**config.mk**
```make
export PLATFORM = sky130hd
export DESIGN_NAME = cdc_hs_src
export DESIGN_NICKNAME = d
export VERILOG_FILES = /design/src/rtl/cdc_hs_pkg.sv /design/src/rtl/cdc_hs_ack_sync.sv /design/src/rtl/cdc_hs_src.sv
export SDC_FILE = /design/constraint.sdc
export NUM_CORES = 1
export LEC_CHECK = 0
export BUFFER_PORTS_ARGS = -buffer_cell sky130_fd_sc_hd__buf_2
export CORE_ASPECT_RATIO = 2
export CORE_UTILIZATION = 42
export CTS_CLUSTER_SIZE = 25
export DETAILED_ROUTE_END_ITERATION = 10
export PLACE_DENSITY = 0.73
export SLEW_MARGIN = 20
export SYNTH_ARGS = -nofsm -noshare
export SYNTH_HDL_FRONTEND = slang
export SYNTH_HIERARCHICAL = 1
export SYNTH_SLANG_ARGS = --single-unit
```
**constraint.sdc**
```tcl
create_clock -name clk_i -period 1.2 [get_ports clk_i]
set_input_delay 0.06 -clock clk_i [delete_from_list [all_inputs] [get_ports clk_i]]
set_output_delay 0.06 -clock clk_i [all_outputs]
set_load 0.1 [all_outputs]
```
**src/rtl/cdc_hs_pkg.sv**
```systemverilog
`default_nettype none
// ============================================================================
// Module   : cdc_hs_pkg
// Brief    : Shared types and defaults for the four-phase req/ack CDC pair.
// Revision : 1.0 - initial release
// ============================================================================
package cdc_hs_pkg;

    typedef enum logic [1:0] {
        IDLE = 2'd0,
        REQ  = 2'd1,
        REL  = 2'd2
    } cdc_hs_state_e;

    localparam int CDC_HS_STAGE_DEF   = 2;
    localparam int CDC_HS_TIMEOUT_DEF = 1024;

endpackage
`default_nettype wire

```
**src/rtl/cdc_hs_ack_sync.sv**
```systemverilog
`default_nettype none
// ============================================================================
// Module   : cdc_hs_ack_sync
// Brief    : STAGE-deep flop chain bringing the asynchronous ack into clk_i.
// Revision : 1.0 - initial release
// ============================================================================
module cdc_hs_ack_sync
    import cdc_hs_pkg::*;
#(
    parameter int STAGE = CDC_HS_STAGE_DEF
) (
    input  logic clk_i,
    input  logic rst_i,
    input  logic ack_i,
    output logic ack_s
);

    logic [STAGE-1:0] r_sync;

    always_ff @(posedge clk_i) begin
        if (rst_i) begin
            r_sync <= '0;
        end else begin
            r_sync <= {r_sync[STAGE-2:0], ack_i};
        end
    end

    assign ack_s = r_sync[STAGE-1];

endmodule
`default_nettype wire

```
**src/rtl/cdc_hs_src.sv**
```systemverilog
`default_nettype none
// ============================================================================
// Module   : cdc_hs_src
// Brief    : Source side of a four-phase req/ack word transfer. Define
//            CDC_HS_TIMEOUT_EN to add per-phase timeouts and a sticky err_o.
// Revision : 1.0 - initial release
// ============================================================================
module cdc_hs_src
    import cdc_hs_pkg::*;
#(
    parameter int DATA_WIDTH  = 32,
    parameter int STAGE       = CDC_HS_STAGE_DEF,
    parameter int TIMEOUT_CYC = CDC_HS_TIMEOUT_DEF
) (
    input  logic                  clk_i,
    input  logic                  rst_i,
    input  logic                  valid_i,
    output logic                  ready_o,
    input  logic [DATA_WIDTH-1:0] dat_i,
    output logic                  req_o,
    output logic [DATA_WIDTH-1:0] dat_o,
    input  logic                  ack_i,
    output logic                  busy_o,
    output logic                  err_o
);

    generate
        if (STAGE < 2) begin : g_stage_check
            $error("cdc_hs_src: STAGE must be at least 2");
        end
        if (TIMEOUT_CYC < STAGE + 2) begin : g_timeout_check
            $error("cdc_hs_src: TIMEOUT_CYC must be at least STAGE+2");
        end
    endgenerate

    cdc_hs_state_e r_state;
    cdc_hs_state_e w_state_nxt;
    logic          w_ack_s;
    logic          w_accept;
    logic          w_timeout;

    cdc_hs_ack_sync #(
        .STAGE (STAGE)
    ) u_ack_sync (
        .clk_i (clk_i),
        .rst_i (rst_i),
        .ack_i (ack_i),
        .ack_s (w_ack_s)
    );

    // A stale ack still high in IDLE blocks new words until the destination releases it.
    assign w_accept = (r_state == IDLE) && valid_i && !w_ack_s;

`ifdef CDC_HS_TIMEOUT_EN
    localparam int              c_CNT_W    = $clog2(TIMEOUT_CYC + 1);
    localparam logic [c_CNT_W-1:0] c_CNT_LAST = c_CNT_W'(TIMEOUT_CYC - 1);

    logic [c_CNT_W-1:0] r_cnt;
    logic               r_err;

    // Timeout only counts as an error if the phase's awaited ack level never arrived.
    assign w_timeout = (r_state != IDLE) && (r_cnt == c_CNT_LAST) &&
                       (w_ack_s == (r_state == REL));

    always_ff @(posedge clk_i) begin
        if (rst_i) begin
            r_cnt <= '0;
            r_err <= 1'b0;
        end else begin
            if (w_state_nxt != r_state) begin
                r_cnt <= '0;
            end else if (r_state != IDLE) begin
                r_cnt <= r_cnt + 1'b1;
            end
            if (w_accept) begin
                r_err <= 1'b0;
            end else if (w_timeout) begin
                r_err <= 1'b1;
            end
        end
    end

    assign err_o = r_err;
`else
    assign w_timeout = 1'b0;
    assign err_o     = 1'b0;
`endif

    always_ff @(posedge clk_i) begin
        if (rst_i) begin
            r_state <= IDLE;
            req_o   <= 1'b0;
            dat_o   <= '0;
        end else begin
            r_state <= w_state_nxt;
            req_o   <= (w_state_nxt == REQ);
            if (w_accept) begin
                dat_o <= dat_i;
            end
        end
    end

    always_comb begin
        w_state_nxt = r_state;
        case (r_state)
            IDLE:    if (w_accept)              w_state_nxt = REQ;
            REQ:     if (w_ack_s || w_timeout)  w_state_nxt = REL;
            REL:     if (!w_ack_s || w_timeout) w_state_nxt = IDLE;
            default:                            w_state_nxt = IDLE;
        endcase
    end

    always_comb begin
        ready_o = (r_state == IDLE) && !w_ack_s;
        busy_o  = (r_state != IDLE);
    end

endmodule
`default_nettype wire
```
==> flow_metrics.tcl, run 1 <==
set metrics [dict create \
    drt_iter0_drc 19 \
    ys_warn_count 6 \
    hold_start "dat_i[22]" \
    cp-start-kind "flip-flop" \
    cts_sinks 37 \
    hold-worst-slack_ns 0.03174 \
    rsz0062_at_grt "yes" \
    wl_per_cell_um 11.29 \
    worstRegToRegCells 5 \
    clock_skew_ns 0.004656 \
    ios 72 \
    track_usage_pct 16.74 \
    finalCritPeriodShare_pct 110.7 \
    vias_per_cell 4.509 \
    grt_overflow 0 \
    io_buffers 70 \
    start_util_pct 44.20 \
    die_area_um2 4104 \
    routed_wl_mm 3.194 \
    setup_tns_ns -3.132 \
    drive_above_1_share_pct 40.60 \
    vdd_drop_max_mv 1.045 \
    postSynthAreaPerCell_um2 10.40 \
    power.leakage_uw 0.001054 \
    violations "negative setup slack" \
    worstSkewPairLatency_ns 0.28 \
    gp_congestion 0.7078 \
    drtPass1Iterations 4 \
    dp_worst_setup_slack_ns -0.02336 \
    worstPathMaxFanout 3 \
    n_antenna_cell 0 \
    rr_startpoint "r_state[0]" \
    max_freq_mhz 753.0 \
    finalSetupViolCount 34 \
    ctsLongestPathBuffers 2 \
    finalWorstSetupSlack_ns -0.1280 \
    h-tree-depth 2 \
    grt_pass1_vias 1160 \
    ys_ff_latch 37 \
    rrSetupSlack_ns -0.11 \
    row_count 31 \
    cp_slowest_cell "dfxtp_2" \
    yosysUniqueCellTypes 14 \
    pwr_density_cell_nw_per_um2 1460 \
    synthCells 155 \
    end_kind "output port" \
    whs_endpoint "dat_o[22]" \
    num-nets-final 270 \
    reg2reg_to "dat_o[17]" \
    fill_cells 356 \
    layout_min_cycle_time_ns 1.328 \
    cap_violations 0 \
    clockRootBuffer "clkbuf_8" \
    fp.dieW_um 45.80 \
    grt_pass1_wl_mm 4.905 \
    crit_type "flip-flop to output port" \
    path_clk_slew_ns 0.07 \
    ant_nets 0 \
    cp.required_ns 1.14 \
    run_status "finished with violations" \
    yosysSeqAreaShare_pct 45.96 \
    grt_start_max_net_pins 70 \
    synth_fp_nets 191 \
    die_h_um 89.60 \
    dp_hpwl_mm 2.225 \
    path_cells "buf_4, or2_4, nor2_4, buf_12" \
    hold_depth 3 \
    cts_buffers 5 \
    vias 1276 \
    slowest_delay_ns 0.32 \
    syn_area_um2 1612 \
    hold_viol 0 \
    finalMaxSlewViolations 0 \
    core_area_um2 3646 \
    area_delta_synth_final_pct 39.36 \
    cts_tree "built" \
    hp-class "input port to flip-flop" \
    route.detailed.drc 0 \
    worst_ep_arrival_time_ns 1.27 \
    antenna_found_initial 0 \
]
[how the worst max path moves through the flow]
| stage | end | from | slack [ns] |
|---|---|---|---|
| 4_1_cts | ready_o | r_state[1] | -0.14 |
| 3_3_place_gp | dat_o[5] | r_state[1] | 0.02 |
| 3_5_place_dp | dat_o[19] | r_state[1] | -0.02 |
| 5_1_grt | ready_o | r_state[1] | -0.19 |
| 2_1_floorplan | ready_o | r_state[0] | -0.11 |
| 6_report | ready_o | r_state[0] | -0.13 |
[synthesized netlist by cell type]
library cell / number / area share (%)
nor3b_1: 1 / 0.47
xnor2_1: 1 / 0.54
clkbuf_1: 7 / 1.6
nor2_1: 2 / 0.47
nor4b_4: 1 / 1.5
nor4_1: 2 / 0.78
nor2b_1: 2 / 0.78
mux2i_1: 32 / 20
buf_4: 1 / 0.47
dfxtp_1: 37 / 46
buf_6: 3 / 2.1
conb_1: 1 / 0.23
nand2b_1: 64 / 25
or2_1: 1 / 0.39
[registers in the layout, indices dropped and copies added (netlist names)]
signal and cells:
r_state 2, dat_o 32, u_ack_sync/r_sync 2, req_o 1
[placed cells by master, fill, tap and decap left out, drive strengths merged]
cell	instances
nor2	2
mux2i	32
clkbuf	7
xnor2	1
dlygate4sd3	1
or2	1
dfxtp	37
conb	1
nor4b	1
buf	82
nor2b	2
nor4	2
nand2b	64
nor3b	1
[where the power goes]
part | switching, uW | internal (uW)
clock | 402 | 455
combinational | 782 | 291
sequential | 39.5 | 1310
[routing by layer]
| layer | vias to the layer above | GRT usage (%) | wire length (um) |
|---|---|---|---|
| met1 | 573 | 16.10 | 1198 |
| li1 | 655 | - | - |
| met5 | - | 0 | 0 |
| met3 | 5 | 4.600 | 154 |
| met4 | 0 | 7.219 | 55 |
| met2 | 43 | 31.43 | 1785 |
[critical path: cells and delay by family, from the launching register on]
| kind | cells | cell delay, ns |
|---|---|---|
| buffers and inverters | 2 | 0.31 |
| flip-flops | 1 | 0.32 |
| AND/OR/NAND/NOR | 2 | 0.35 |
[through the flow]
stage	instance area, um^2	total power (uW)	instances	util, %
2_1_floorplan	1629	2214	155	-
3_3_place_gp	2068	2405	270	56.73
3_5_place_dp	2068	2413	270	56.73
4_1_cts	2242	3313	283	61.50
5_1_grt	2246	3415	283	61.60
6_report	2246	3280	283	61.60
[layout make-up]
cell class              count  area (um^2)  share of cell area [%]
multi-input cells         107        813.3                   36.21
flip-flops and latches     37        748.2                   33.31
repair buffers             83        536.8                   23.90
clock buffers               7        86.33                   3.844
well taps                  49        61.31                   2.730
[kinds of logic after synthesis]
| family | share of synthesized area, % |
|---|---|
| and+or+nand+nor | 29.19 |
| other | 0.2327 |
| DFF | 45.96 |
| buffers and inverters | 4.193 |
| muxes | 19.88 |
| xor gates and xnor gates | 0.5436 |
[repair_timing]
| item | CTS | global route |
|---|---|---|
| hold buffers | 1 | 0 |
| gates resized for setup | 11 | 1 |
| setup endpoints to repair | 31 | 34 |
| buffers inserted | 4 | 0 |
| gates cloned | 1 | 0 |
| pin swaps | 3 | 0 |
| endpoints found under the hold margin | 1 | 0 |
No activity file was read; power rests on OpenSTA's default activity.
==> inputs of run 2 (changes only) <==
Settings changed: ABC_AREA set to 1, CORE_UTILIZATION 42 to 43, SYNTH_HIERARCHICAL 1 to unset.
==> run 2 against run 1 <==
Against the previous run: the flow now finishes without violations; register-to-register slack improved by 0.16 ns; critical path depth stayed put; global-route usage grew 3.8 points; first-iteration DRC count grew 47%; combinational power up 36%; sequential power rose by 4%; maximum frequency increased by 14%; critical path type unchanged; largest power group is now combinational cells.
==> flow_metrics.tcl, run 2 <==
set metrics [dict create \
    power.leakage_uw 0.001586 \
    grt_start_max_net_pins 34 \
    io_buffers 70 \
    die_area_um2 4511 \
    synthCells 294 \
    cap_violations 0 \
    clock_skew_ns 0.006968 \
    synth_fp_nets 330 \
    finalMaxSlewViolations 0 \
    rr_startpoint "r_state[0]" \
    rsz0062_at_grt "yes" \
    slowest_delay_ns 0.33 \
    power.total_uw 3731 \
    synth_area_leader_cell "dfxtp_1" \
    dp_hpwl_mm 2.885 \
    hp-class "input port to flip-flop" \
    fp.dieW_um 48.00 \
    num-nets-final 406 \
    yosysMostFrequentCell "inv_1" \
    top_register "dat_o" \
    yosys-top-cells-area "dfxtp_1, inv_1, nand2_1" \
    finalSetupViolCount 0 \
    vias_per_cell 4.429 \
    n_antenna_cell 0 \
    row_count 33 \
    grt_overflow 0 \
    yosysUniqueCellTypes 15 \
    worst_ep_arrival_time_ns 1.10 \
    final_cell_mix "inv_1, buf_2, nand2_1, dfxtp_2" \
    cts_sinks 37 \
    grt_pass1_wl_mm 6.768 \
    cts_tree "built" \
    drt_iter0_drc 28 \
    finalCritPeriodShare_pct 96.67 \
    ctsLongestPathBuffers 2 \
    yosysTopAreaCellShare_pct 40.72 \
    vdd_drop_max_mv 1.130 \
    ant_nets 0 \
    yosysSeqAreaShare_pct 40.72 \
    ys_ff_latch 37 \
    wl_per_cell_um 10.20 \
    routed_wl_mm 4.304 \
    cp_num_buf_inv 2 \
    grt_pass1_vias 1812 \
    crit_type "flip-flop to output port" \
    route.detailed.drc 0 \
    worstPathMaxFanout 3 \
    cpMostUsedCell "nor2_4" \
    critPathTopFamily "flip-flops" \
    path_clk_slew_ns 0.07 \
    cp-start-kind "flip-flop" \
    synthTopCellsByCount "inv_1, nand2_1, dfxtp_1" \
    ios 72 \
    postSynthAreaPerCell_um2 6.188 \
    final_area_um2 2596 \
    finalWorstSetupSlack_ns 0.03995 \
    largest_reg_flops 32 \
    h-tree-depth 2 \
    path_cells "nor2_4, inv_2, nor2_4, buf_12" \
    hold_start "dat_i[8]" \
    run_status "completed" \
    antenna_found_initial 0 \
    pwr_density_cell_nw_per_um2 1437 \
    worstSkewPairLatency_ns 0.29 \
    place_area_um2 2341 \
    cp_slowest_cell "dfxtp_2" \
    start_util_pct 44.51 \
    max_freq_mhz 862.0 \
    gp_congestion 0.8055 \
    reg_top3 "dat_o (32), r_state (2), u_ack_sync.r_sync (2)" \
    die_h_um 93.99 \
    dp_worst_setup_slack_ns 0.09859 \
    ys_warn_count 0 \
    layout_min_cycle_time_ns 1.160 \
    hold_viol 0 \
    end_kind "output port" \
    setup_tns_ns 0 \
    cp.required_ns 1.14 \
    core_area_um2 4088 \
    track_usage_pct 20.54 \
    synth_edf_count 0 \
    drive_above_1_share_pct 40.54 \
    synth_flop_cell "dfxtp_1" \
    vias 1869 \
    clockRootBuffer "clkbuf_8" \
    area_delta_synth_final_pct 42.71 \
    startpoint "r_state[0]" \
    async_flop_share_pct 0 \
    drtPass1Iterations 4 \
    hold-worst-slack_ns 0.08803 \
    cts_buffers 5 \
    syn_area_um2 1819 \
    final_common_cell "inv_1" \
]
[run 2: cell types whose count changed in the layout (fill, tap and decap cells not counted), moves of 32 or more]
cell / previous run / this run
nand4_1: 0 / 32
inv_1: 0 / 95
mux2i_1: 32 / 0
nand2b_1: 64 / 0
nand2_1: 0 / 50
[run 2: area by class of cell]
| cell class | instances | area, um^2 |
|---|---|---|
| sequential | 37 | 783.3 |
| tap | 52 | 65.06 |
| multi-input combinational | 139 | 680.7 |
| clock buffer | 7 | 86.33 |
| timing repair buffer | 86 | 601.8 |
| inverter | 101 | 379.1 |
| fill | 402 | 1491 |
[run 2: what timing repair did]
| action | CTS | global route |
|---|---|---|
| hold endpoints to repair | 4 | 0 |
| endpoints found under the setup margin | 2 | 31 |
| resized for setup | 1 | 31 |
| gates cloned | 0 | 2 |
| hold buffers | 2 | 0 |
| setup buffers | 1 | 2 |
| pin swaps | 1 | 0 |
[run 2: cell families after synthesis]
| logic type | synth area share, % |
|---|---|
| AO/OA/AOI/OAI | 0.2748 |
| buffers and inverters | 25.03 |
| flip-flops | 40.72 |
| other | 0.2061 |
| AND/OR/NAND/NOR | 33.77 |
[run 2: through the flow]
stage,util [%],std cells
3_3_place_gp,57.27,408
5_1_grt,63.51,422
4_1_cts,60.06,418
3_5_place_dp,57.27,408
2_1_floorplan,-,294
6_report,63.51,422
[run 2: final timing paths]
path / cells after the start / endpoint / slack, ns
setup reg to reg: 7 / dat_o[25] / 0.05
setup / recovery: 4 / ready_o / 0.04
hold reg to reg: 2 / u_ack_sync.r_sync[1] / 0.41
hold / removal: 5 / dat_o[8] / 0.09
[run 2: worst register-to-register path: stages, from the launching register on]
cell and delay, ns:
dfxtp_2 0.33, nor2_4 0.12, buf_6 0.13, nand3_4 0.13
clkbuf_16 0.20, nand2_1 0.05, inv_1 0.03, nor2_1 0.09
[run 2: where the power goes]
group	internal [uW]	switching [uW]
clock	456	414
sequential	1350	48.9
combinational	357	1110
[run 2: layer usage]
layer / global-route usage [%] / routed length (um) / vias to the layer above
met5: 0 / 0 / -
met4: 11.34 / 125 / 0
met3: 3.462 / 169 / 12
met2: 39.41 / 2459 / 46
met1: 17.46 / 1550 / 824
li1: - / - / 987
==> inputs of run 3 (changes only) <==
Settings changed: CORE_MARGIN set to 2, GPL_TIMING_DRIVEN set to 1.
==> run 3 against run 2 <==
Against the previous run: critical path depth did not move; critical endpoint unchanged; power rose by 8.9%; global-route usage fell by 0.89 points; die area rose by 6.4%; sequential power barely moved; register-to-register slack barely moved.
==> flow_metrics.tcl, run 3 (same netlist as run 2, synthesis figures left out) <==
set metrics [dict create \
    cts_tree "built" \
    grt_pass1_wl_mm 7.272 \
    row_count 33 \
    final_cells 425 \
    slowest_delay_ns 0.34 \
    dp_hpwl_mm 3.085 \
    power.leakage_uw 0.001589 \
    drtPass1Iterations 4 \
    rrSetupSlack_ns 0.06 \
    cp.required_ns 1.14 \
    hold_start "dat_i[29]" \
    grt_start_max_net_pins 26 \
    final_cell_mix "inv_1, buf_2, nand2_1, nor2_1, dfxtp_2" \
    grt_pass1_vias 1821 \
    hp-class "input port to flip-flop" \
    clockRootBuffer "clkbuf_8" \
    crit_type "flip-flop to output port" \
    io_buffers 70 \
    vias_per_cell 4.351 \
    layout_min_cycle_time_ns 1.175 \
    final_util_pct 62.53 \
    worst_ep_arrival_time_ns 1.11 \
    area_delta_synth_final_pct 40.51 \
    end_kind "output port" \
    ctsLongestPathBuffers 2 \
    final_common_cell "inv_1" \
    vias 1849 \
    cp-start-kind "flip-flop" \
    routed_wl_mm 4.233 \
    hold-worst-slack_ns 0.08315 \
    worstRegToRegCells 7 \
    worstSkewPairLatency_ns 0.29 \
    ant_nets 0 \
    fp.dieW_um 50.00 \
    pwr_density_cell_nw_per_um2 1590 \
    start_util_pct 44.51 \
    vdd_drop_max_mv 0.9654 \
    path_cells "nor2_4, inv_4, nor2_4, buf_12" \
    reg2reg_to "dat_o[22]" \
    finalMaxSlewViolations 0 \
    n_antenna_cell 0 \
    dp.cells 410 \
    startpoint "r_state[0]" \
    finalSetupViolCount 0 \
    num-nets-final 408 \
    h-tree-depth 2 \
    die_area_um2 4799 \
    setup_tns_ns 0 \
    finalCritPeriodShare_pct 97.88 \
    cpMostUsedCell "nor2_4" \
    rr_startpoint "r_state[0]" \
    largest_reg_flops 32 \
    gp_congestion 0.8228 \
    ios 72 \
    grt_overflow 0 \
    cts_sinks 37 \
    core_area_um2 4088 \
    clock_skew_ns 0.005007 \
    cap_violations 0 \
    drt_iter0_drc 21 \
    wl_per_cell_um 9.960 \
    cts_buffers 5 \
    drive_above_1_share_pct 35.39 \
    reg_top3 "dat_o (32), r_state (2), u_ack_sync.r_sync (2)" \
    rsz0062_at_grt "yes" \
    cp_slowest_cell "dfxtp_2" \
    path_clk_slew_ns 0.07 \
    max_freq_mhz 851.4 \
    top_register "dat_o" \
    hold_viol 0 \
    crit_path_end "ready_o" \
    worstPathMaxFanout 3 \
    antenna_found_initial 0 \
    track_usage_pct 19.65 \
    route.detailed.drc 0 \
    run_status "completed" \
    die_h_um 95.99 \
]
run 3: how the worst min path moves through the flow:
stage | to | slack [ns] | depth (start not counted)
2_1_floorplan | u_ack_sync.r_sync[0] | 0.13 | 1
3_3_place_gp | u_ack_sync.r_sync[0] | 0.26 | 3
3_5_place_dp | u_ack_sync.r_sync[0] | 0.27 | 3
4_1_cts | dat_o[29] | 0.08 | 5
5_1_grt | dat_o[25] | 0.10 | 5
6_report | dat_o[29] | 0.08 | 5
run 3: area by class of cell:
cell class,instances,area [um^2]
multi-input combinational,139,630.6
tap,52,65.06
sequential,37,783.3
inverter,101,385.4
clock buffer,5,68.82
timing repair buffer,88,558.0
fill,405,1531
clock inverter,3,65.06
run 3: per-layer routing:
metal  global-route usage (%)  share of wire, %  vias to the layer above  wire length [um]
li1                         -                 -                      993                 -
met1                    18.60                39                      788              1636
met2                    36.73                54                       53              2269
met3                    2.795               3.6                       15               152
met4                    15.05               4.1                        0               175
met5                        0                 0                        -                 0
run 3: where the power goes:
group / internal (uW) / switching [uW]
clock network: 826 / 450
logic: 316 / 1070
registers: 1350 / 53.5
total: 2490 / 1570
run 3: through the flow:
stage	area, um^2	setup slack [ns]	power, uW
6_report	2556	0.02542	4064
5_1_grt	2556	-0.01524	4252
4_1_cts	2525	0.01174	4090
3_5_place_dp	2344	0.08443	2790
3_3_place_gp	2344	0.1411	2775
2_1_floorplan	1867	-0.4259	2520
run 3: timing repair:
action,4_1_cts,5_1_grt
hold buffers,3,0
endpoints found under the hold margin,2,0
setup buffers,2,2
endpoints found under the setup margin,2,26
resized for setup,3,5
pin swaps,1,0
run 3: worst max-delay path: cells and delay by family, from the launching register on:
kind,cells,cell delay [ns]
and+or+nand+nor,2,0.25
buffers and inverters,2,0.25
DFF,1,0.34
